## src/rtl/dpi_stream_ctx_mgr.sv

```systemverilog
// dpi_stream_ctx_mgr
// Per-stream context manager for one DPI regex matcher. Up to 2**SID_W interleaved
// streams share the matcher. Matcher state is saved at end of packet and restored at
// start of packet. Each stream has its own packet-match counter. The host reads the
// counters through a read/clear port.
// Build option: define DPI_CNT_SATURATE_EN to make counters saturate at all-ones
// instead of wrapping.
module dpi_stream_ctx_mgr #(
    parameter int STATE_W = 11,
    parameter int SID_W   = 6,
    parameter int CNT_W   = 16
) (
    input  logic               clk,
    input  logic               rst,
    input  logic               load_state,
    input  logic [SID_W-1:0]   stream_id,
    input  logic               new_stream_id,
    input  logic               enable,
    input  logic               eop,
    input  logic               char_in_vld,
    output logic               mtch_char_vld,
    output logic [STATE_W-1:0] mtch_state_in,
    output logic               mtch_state_in_vld,
    input  logic [STATE_W-1:0] mtch_state_out,
    input  logic               mtch_accept,
    output logic               fired,
    input  logic               rd_req,
    input  logic [SID_W-1:0]   rd_sid,
    input  logic               rd_clr,
    output logic               rd_vld,
    output logic [CNT_W-1:0]   rd_count
);

    localparam int NSTR = 2 ** SID_W;

    typedef enum logic [1:0] {
        IDLE,
        LOAD,
        ACTIVE,
        COMMIT
    } state_t;

    state_t             state;
    state_t             state_nxt;

    logic [SID_W-1:0]   cur_sid;
    logic [SID_W-1:0]   commit_sid;
    logic               new_flag;
    logic               load_pend;
    logic               inc;
    logic               restore_zero;
    logic               eop_act;
    logic               save;

    logic [NSTR-1:0]    valid;
    logic [STATE_W-1:0] state_mem [NSTR];
    logic [CNT_W-1:0]   cnt       [NSTR];

    logic [NSTR-1:0]    commit_hit;
    logic [NSTR-1:0]    clr_hit;

    // Counter increment: wrap or saturate depending on build option.
    function automatic logic [CNT_W-1:0] cnt_add(input logic [CNT_W-1:0] c, input logic i);
`ifdef DPI_CNT_SATURATE_EN
        return (i && (c != '1)) ? c + CNT_W'(1) : c;
`else
        return c + CNT_W'(i);
`endif
    endfunction

    assign eop_act      = (state == ACTIVE) && eop;
    assign save         = eop_act && enable;
    assign restore_zero = new_flag || !valid[cur_sid];

    // Next-state decode and matcher-facing strobes.
    always_comb begin
        state_nxt         = state;
        mtch_char_vld     = 1'b0;
        mtch_state_in_vld = 1'b0;
        mtch_state_in     = '0;
        case (state)
            IDLE: begin
                if (load_state) state_nxt = LOAD;
            end
            LOAD: begin
                mtch_state_in_vld = 1'b1;
                mtch_state_in     = restore_zero ? '0 : state_mem[cur_sid];
                state_nxt         = load_state ? LOAD : ACTIVE;
            end
            ACTIVE: begin
                mtch_char_vld = char_in_vld;
                // A committing eop always passes through COMMIT; a load in the same
                // cycle is remembered in load_pend and taken from COMMIT.
                if (eop && enable)   state_nxt = COMMIT;
                else if (load_state) state_nxt = LOAD;
                else if (eop)        state_nxt = IDLE;
            end
            COMMIT: begin
                state_nxt = (load_state || load_pend) ? LOAD : IDLE;
            end
            default: state_nxt = IDLE;
        endcase
    end

    // FSM state register and per-packet control state.
    always_ff @(posedge clk) begin
        if (rst) begin
            state      <= IDLE;
            cur_sid    <= '0;
            commit_sid <= '0;
            new_flag   <= 1'b0;
            load_pend  <= 1'b0;
            inc        <= 1'b0;
            fired      <= 1'b0;
            valid      <= '0;
        end else begin
            state     <= state_nxt;
            load_pend <= save && load_state;
            if (load_state) begin
                cur_sid  <= stream_id;
                new_flag <= new_stream_id;
            end
            if (load_state) begin
                fired <= 1'b0;
            end else if (eop_act && !enable) begin
                fired <= 1'b0;
            end else if ((state == ACTIVE) && mtch_accept) begin
                fired <= 1'b1;
            end
            if (save) begin
                valid[cur_sid] <= 1'b1;
                commit_sid     <= cur_sid;
                inc            <= fired || mtch_accept;
            end
        end
    end

    // Matcher context storage; contents are masked by valid, so no reset.
    always_ff @(posedge clk) begin
        if (!rst && save) begin
            state_mem[cur_sid] <= mtch_state_out;
        end
    end

    // One-hot decode of the counter touched by COMMIT and by a read-clear.
    always_comb begin
        commit_hit = '0;
        clr_hit    = '0;
        if (state == COMMIT) commit_hit[commit_sid] = 1'b1;
        if (rd_req && rd_clr) clr_hit[rd_sid] = 1'b1;
    end

    // Per-stream counters; a clear colliding with a commit keeps the increment.
    always_ff @(posedge clk) begin
        if (rst) begin
            for (int unsigned i = 0; i < NSTR; i++) begin
                cnt[i] <= '0;
            end
        end else begin
            for (int unsigned i = 0; i < NSTR; i++) begin
                if (clr_hit[i]) begin
                    cnt[i] <= commit_hit[i] ? CNT_W'(inc) : '0;
                end else if (commit_hit[i]) begin
                    cnt[i] <= cnt_add(cnt[i], inc);
                end
            end
        end
    end

    // Host read port: returns the value held before this cycle's update.
    always_ff @(posedge clk) begin
        if (rst) begin
            rd_vld   <= 1'b0;
            rd_count <= '0;
        end else begin
            rd_vld <= rd_req;
            if (rd_req) begin
                rd_count <= cnt[rd_sid];
            end
        end
    end

endmodule

```

## config.mk

```make
export PLATFORM = sky130hd
export DESIGN_NAME = dpi_stream_ctx_mgr
export DESIGN_NICKNAME = d
export VERILOG_FILES = /design/src/rtl/dpi_stream_ctx_mgr.sv
export SDC_FILE = /design/constraint.sdc
export NUM_CORES = 2
export LEC_CHECK = 0
export CORE_ASPECT_RATIO = 0.6
export CORE_MARGIN = 2
export CORE_UTILIZATION = 57
export DETAILED_ROUTE_END_ITERATION = 12
export GPL_TIMING_DRIVEN = 0
export PLACE_DENSITY = 0.77
export SLEW_MARGIN = 10
export SYNTH_ARGS = -nofsm -noshare
export SYNTH_HDL_FRONTEND = slang
export SYNTH_SLANG_ARGS = --single-unit
```

## constraint.sdc

```tcl
create_clock -name clk -period 9.2 [get_ports clk]
set_input_delay 1.84 -clock clk [delete_from_list [all_inputs] [get_ports clk]]
set_output_delay 1.84 -clock clk [all_outputs]
set_load 0.02 [all_outputs]
```

---- After elaboration in Yosys (flattened, before gate mapping) ----
Memories as Yosys holds them, arrays and structs flattened. A register that Yosys moved wholly into a read port is not among the register bits.
Index checks and enable logic that the tools add are counted.
storage, ports and cells
  register bits after elaboration ......... 83
  bits in writable memories ............... 1728
  input port bits ......................... 33
  output and inout port bits .............. 31
  word-level logic and storage cells ...... 902
  memories kept ........................... 2
memories
  name       depth  width  rd ports  clocked after memory_dff  write ports  line  RTL
  cnt        64     16     65        1                         64           57    logic [CNT_W-1:0] cnt [NSTR];
  state_mem  64     11     1         1                         1            56    logic [STATE_W-1:0] state_mem [NSTR];
cells by class
  add/subtract/negate cells ............... 64
  magnitude comparators ................... 6
  equal/unequal tests ..................... 5
  muxes and demuxes ....................... 667
  bitwise operators ....................... 129
  reductions and logical operators ........ 20
operators by type and width
  operator                                                                       count
  16-bit 2-to-1 mux                                                              128
  16-bit by 1-bit adder with 16-bit output                                       64
  1-bit 2-to-1 mux                                                               523
  64-bit 2-to-1 mux                                                              2
  1-bit bitwise OR                                                               128
  64-bit bitwise OR                                                              1
  11-bit 2-to-1 mux                                                              2
  6-bit by 7-bit less-than comparator with 1-bit output (second input constant)  3
  1-bit demux with 6-bit select                                                  3
  6-bit by 1-bit >= comparator with 1-bit output (second input constant)         3
  6-bit 2-to-1 mux                                                               2
  1-bit logical AND                                                              11
  2-bit 2-to-1 mux                                                               5
  2-bit case mux with 4 select lines                                             1
  1-bit binary-select mux with 6-bit select                                      1
  2-bit equality test (second input constant)                                    2
  4-bit by 3-bit != test with 1-bit output (second input constant)               1
  1-bit logical NOT                                                              3
  1-bit logical OR                                                               3
  3-bit OR reduction                                                             1
  2-bit by 1-bit equality test with 1-bit output (second input constant)         1
  2-bit logical NOT                                                              1
  2-bit != test (second input constant)                                          1
  2-bit AND reduction                                                            1

---- Depth between registers and ports, before layout ----
  depth after elaboration ................. 10
  depth in mapped cells ................... 10
  depth with buffers taken out ............ 8

---- Worst setup path before layout ----
Ideal clock, no wire load.
  kind .................................... register to output
  start point ............................. register cur_sid[0]
  end point ............................... output port mtch_state_in[3]
  data arrival time ....................... 2.370 ns
  required time ........................... 7.360 ns
  slack ................................... 4.990 ns
  stages on the path, launching flop included .. 10
  path buffers ............................ 3
  path through ............................ dfxtp_1 buf_2 buf_6 or3b_2 a21oi_1 a221oi_1 o22ai_1 a311oi_2 buf_6 nor4bb_1
between the ends
  word-level cells in the longest chain between the ends .. 6
RTL lines
  element                                    line  RTL
  start, declared                            46    logic [SID_W-1:0] cur_sid;
  start signal, assigned                     120   cur_sid <= stream_id;
  1-bit binary-select mux with 6-bit select  73    assign restore_zero = new_flag || !valid[cur_sid];
  1-bit 2-to-1 mux (not written as such)     73
  1-bit logical NOT                          73
  1-bit logical OR                           73
  11-bit 2-to-1 mux                          87    mtch_state_in = restore_zero ? '0 : state_mem[cur_sid];
  11-bit 2-to-1 mux                          81    case (state)
  end, declared                              22    output logic [STATE_W-1:0] mtch_state_in,
No other way between the ends. The select of a mux whose other input is x is not followed.

==> results.txt <==
Residual DRC - 0
Static Leakage - 34.31 nW
Worst Reg-to-Reg Cells - 7
Finished Layout Cells - 9940
WHS Path Cells - 1
# hold bufs at CTS - 0
hpwl dp - 231200 um
YS warnings - 0
Design Area, Final - 103800 um^2
Fillers - 12039
Sw Ratio - 24.74%
Final Skew - 0.03860 ns
Ports - 64
Reg power frac - 52.3%
WHS - 0.4505 ns
normalized max-slew margin - 4.039%
setup TNS after final layout - 0 ns
reg-to-reg slack, setup - 5.02 ns
Port Buffer Count - 60
Setup crit end kind - output pin
GPL Wtd Cong - 1.029
reg2reg end - cnt[20][10]$_SDFFCE_PN0P_
DRT Pass-1 Iters - 7
actual slew at the worst max-slew pin - 1.439 ns
leading post-synthesis cells by cell area - edfxtp_1 55%, mux4_2 9.5%, nor2_1 5.2%
DP Area - 98240 um^2
status - complete, no violations
DRT iter0 DRCs - 13051
Tot GR Track Use - 36.91%
via count - 68068
Final Power - 18.21 mW
fmax - 0.1343 GHz
post-synth top area cell - edfxtp_1
detail-routed via count per cell - 6.848
RR Startpoint - commit_sid[0]$_SDFFE_PP0N_
dpl cells - 9621
worst path arrival time - 5.60 ns
post-synthesis instance area - 93530 um^2
GR Overflow Total - 0
Clk network pwr share - 39.9%
Synth top area share - 55.48%
Max rail drop VDD - 0.1755 mV
Clock Latency Late Sink - 0.86 ns
Cells after Synth - 7316
Routed Antenna Nets - 0
Core Util, Final - 63.52%
vias in the first global route - 62171
# resized after CTS - 0
slowest stage delay, CP - 0.95 ns
Die Wd - 527.0 um
Yosys reg bits - 1833
Combinational Power Share - 7.9%
Slew Viols, Final - 0
Reg clk slew, reported paths - 0.07 ns
post-synthesis sequential area ratio - 57.73%
number of flops mapped to enable cells by yosys - 1728
P_sw - 4.506 mW
TritonCTS Buffers - 170
global-route wire length before repair - 441500 um
critical path, cell by cell - clkbuf_1 -> clkbuf_1 -> clkbuf_1 -> nand4_1 -> nand4_1 -> nor4bb_1 -> clkdlybuf4s50_1
final period utilization - 80.91%
Pwr Density - 175.4 nW/um^2
H-tree level count - 4
root buffer cell - clkbuf_16
share of post-route cells with drive strength above 1 - 13.14%
CTS Sinks - 1833
crit-path most repeated cell - clkbuf_1
register area - 54000 um^2
Post-CTS Repair Setup Buffers - 0
most numerous cell in the Yosys netlist - edfxtp_1
largest net degree at the start of global routing - 48
Die Y - 317.8 um
mean area per synthesized cell - 12.78 um^2
Syn Nets - 7477
crit path launch type - flop
Main synth FF type - edfxtp_1
Clock Tree Buf Depth - 3
Area growth, synth to finish - 11.00%
final setup vio count - 0
Synth async-reset ratio - 0%
CP Data Required Time - 7.36 ns
core area - 163500 um^2
area occupied by multi-input gates - 37660 um^2
Initial Util - 57.22%
die area - 167400 um^2
pre-CTS setup slack - 2.884 ns
hold path endpoint - valid[46]$_SDFFE_PP0N_
RSZ-0062 raised after global routing - false
Nets - 7790
worst-path fanout max - 10
Netlist cell types - 68
initial antenna violation count - 13
Int Power - 13.70 mW
routed len/inst - 31.55 um
Hold Vio Cnt, Final - 0
leading cell types by count after synthesis - 1728 x edfxtp_1, 1288 x nor2_1, 512 x xor2_1
Total Wirelength - 313600 um
Worst Hold Class - flop to flop
Slowest-stage cell, CP - clkbuf_1
worst setup margin - 1.757 ns
Max-Cap Viols - 0
critical path class - flop to output pin
crit path time final - 7.443 ns
CTS tree - built
min-delay src - valid[46]$_SDFFE_PP0N_
FP Rows - 115
==> power groups by stage <==
stage	logic, mW	registers (mW)	clock network (mW)
2_1_floorplan	0.744	9.60	0
3_3_place_gp	1.29	9.69	0
3_5_place_dp	1.34	9.68	0
4_1_cts	1.35	9.50	7.23
5_1_grt	1.45	9.53	7.54
6_report	1.43	9.52	7.26
==> sequential cells by signal, indices dropped and copies added, names as in the netlist, named ones only <==
name        flops
cnt          1024
inc             1
load_pend       1
cur_sid         6
commit_sid      6
state_mem     704
fired           1
valid          64
new_flag        1
state           2
rd_count       16
rd_vld          1
==> worst max-delay path, delay by kind of cell, from the launching register on <==
kind | cells | cell delay [ns]
buf+inv | 4 | 3.20
simple gates | 3 | 1.22
flops | 1 | 0.31
==> area by class of cell <==
cell class | count | share of cell area, %
Clock inverter | 96 | 0.9063
Buffer | 378 | 1.743
Tap cell | 2164 | 2.608
Inverter | 120 | 0.4339
Timing Repair Buffer | 141 | 1.599
Clock buffer | 218 | 4.418
Sequential cell | 1833 | 52.01
Multi-Input combinational cell | 4985 | 36.27
Antenna cell | 5 | 0.01205
==> how the worst max path moves through the flow <==
stage | endpoint | slack, ns | cells after the start
2_1_floorplan | mtch_state_in[3] | 4.99 | 9
3_3_place_gp | rd_count[11]$_SDFFE_PP0P_ | 2.82 | 9
3_5_place_dp | rd_count[12]$_SDFFE_PP0P_ | 2.88 | 9
4_1_cts | mtch_state_in[3] | 2.16 | 7
5_1_grt | mtch_state_in[3] | 1.85 | 7
6_report | mtch_state_in[3] | 1.76 | 7
==> cells in the final DEF (no fill, tap or decap), drive strengths merged, types with 7 or more instances in the layout <==
| master | instances |
|---|---|
| edfxtp | 1728 |
| nor2 | 1291 |
| xor2 | 512 |
| clkbuf | 419 |
| nand3 | 409 |
| nand2 | 402 |
| mux4 | 397 |
| xnor2 | 350 |
| mux2i | 325 |
| buf | 269 |
| and3 | 212 |
| ha | 128 |
| nor3 | 128 |
| inv | 128 |
| nand4 | 112 |
| a21oi | 111 |
| dfxtp | 105 |
| or3 | 98 |
| o21ai | 79 |
| clkinv | 71 |
| a21o | 61 |
| o22ai | 51 |
| clkdlybuf4s50 | 49 |
| a22oi | 45 |
| nor2b | 43 |
| and4 | 39 |
| o221ai | 30 |
| a211oi | 27 |
| and2 | 20 |
| o211ai | 15 |
| bufinv | 14 |
| nand2b | 11 |
| nand3b | 10 |
| mux2 | 8 |
| or2 | 8 |
| a31oi | 7 |
| nor4b | 7 |
==> metal layers <==
metal  part of all wire [%]  GRT usage, %  vias to the layer above
li1                       -             -                    27747
met2                     37         44.22                     5627
met3                     21         19.80                      619
met5                   0.25         2.496                        -
met4                    2.8         9.056                       20
met1                     40         56.82                    34055
==> kinds of logic (layout without fill, tap and decap cells) <==
family / Yosys count / count (layout) / share of synthesized area [%]
DFF: 1833 / 1833 / 57.73
other: 0 / 5 / 0
adders and majority gates: 128 / 128 / 1.712
muxes: 730 / 730 / 13.15
xor gates and xnor gates: 862 / 862 / 8.072
buffers and inverters: 498 / 953 / 2.415
and+or+nand+nor: 2815 / 2815 / 13.81
AOI/OAI and AO/OA: 450 / 450 / 3.116
No activity file was read; power rests on OpenSTA's default activity.
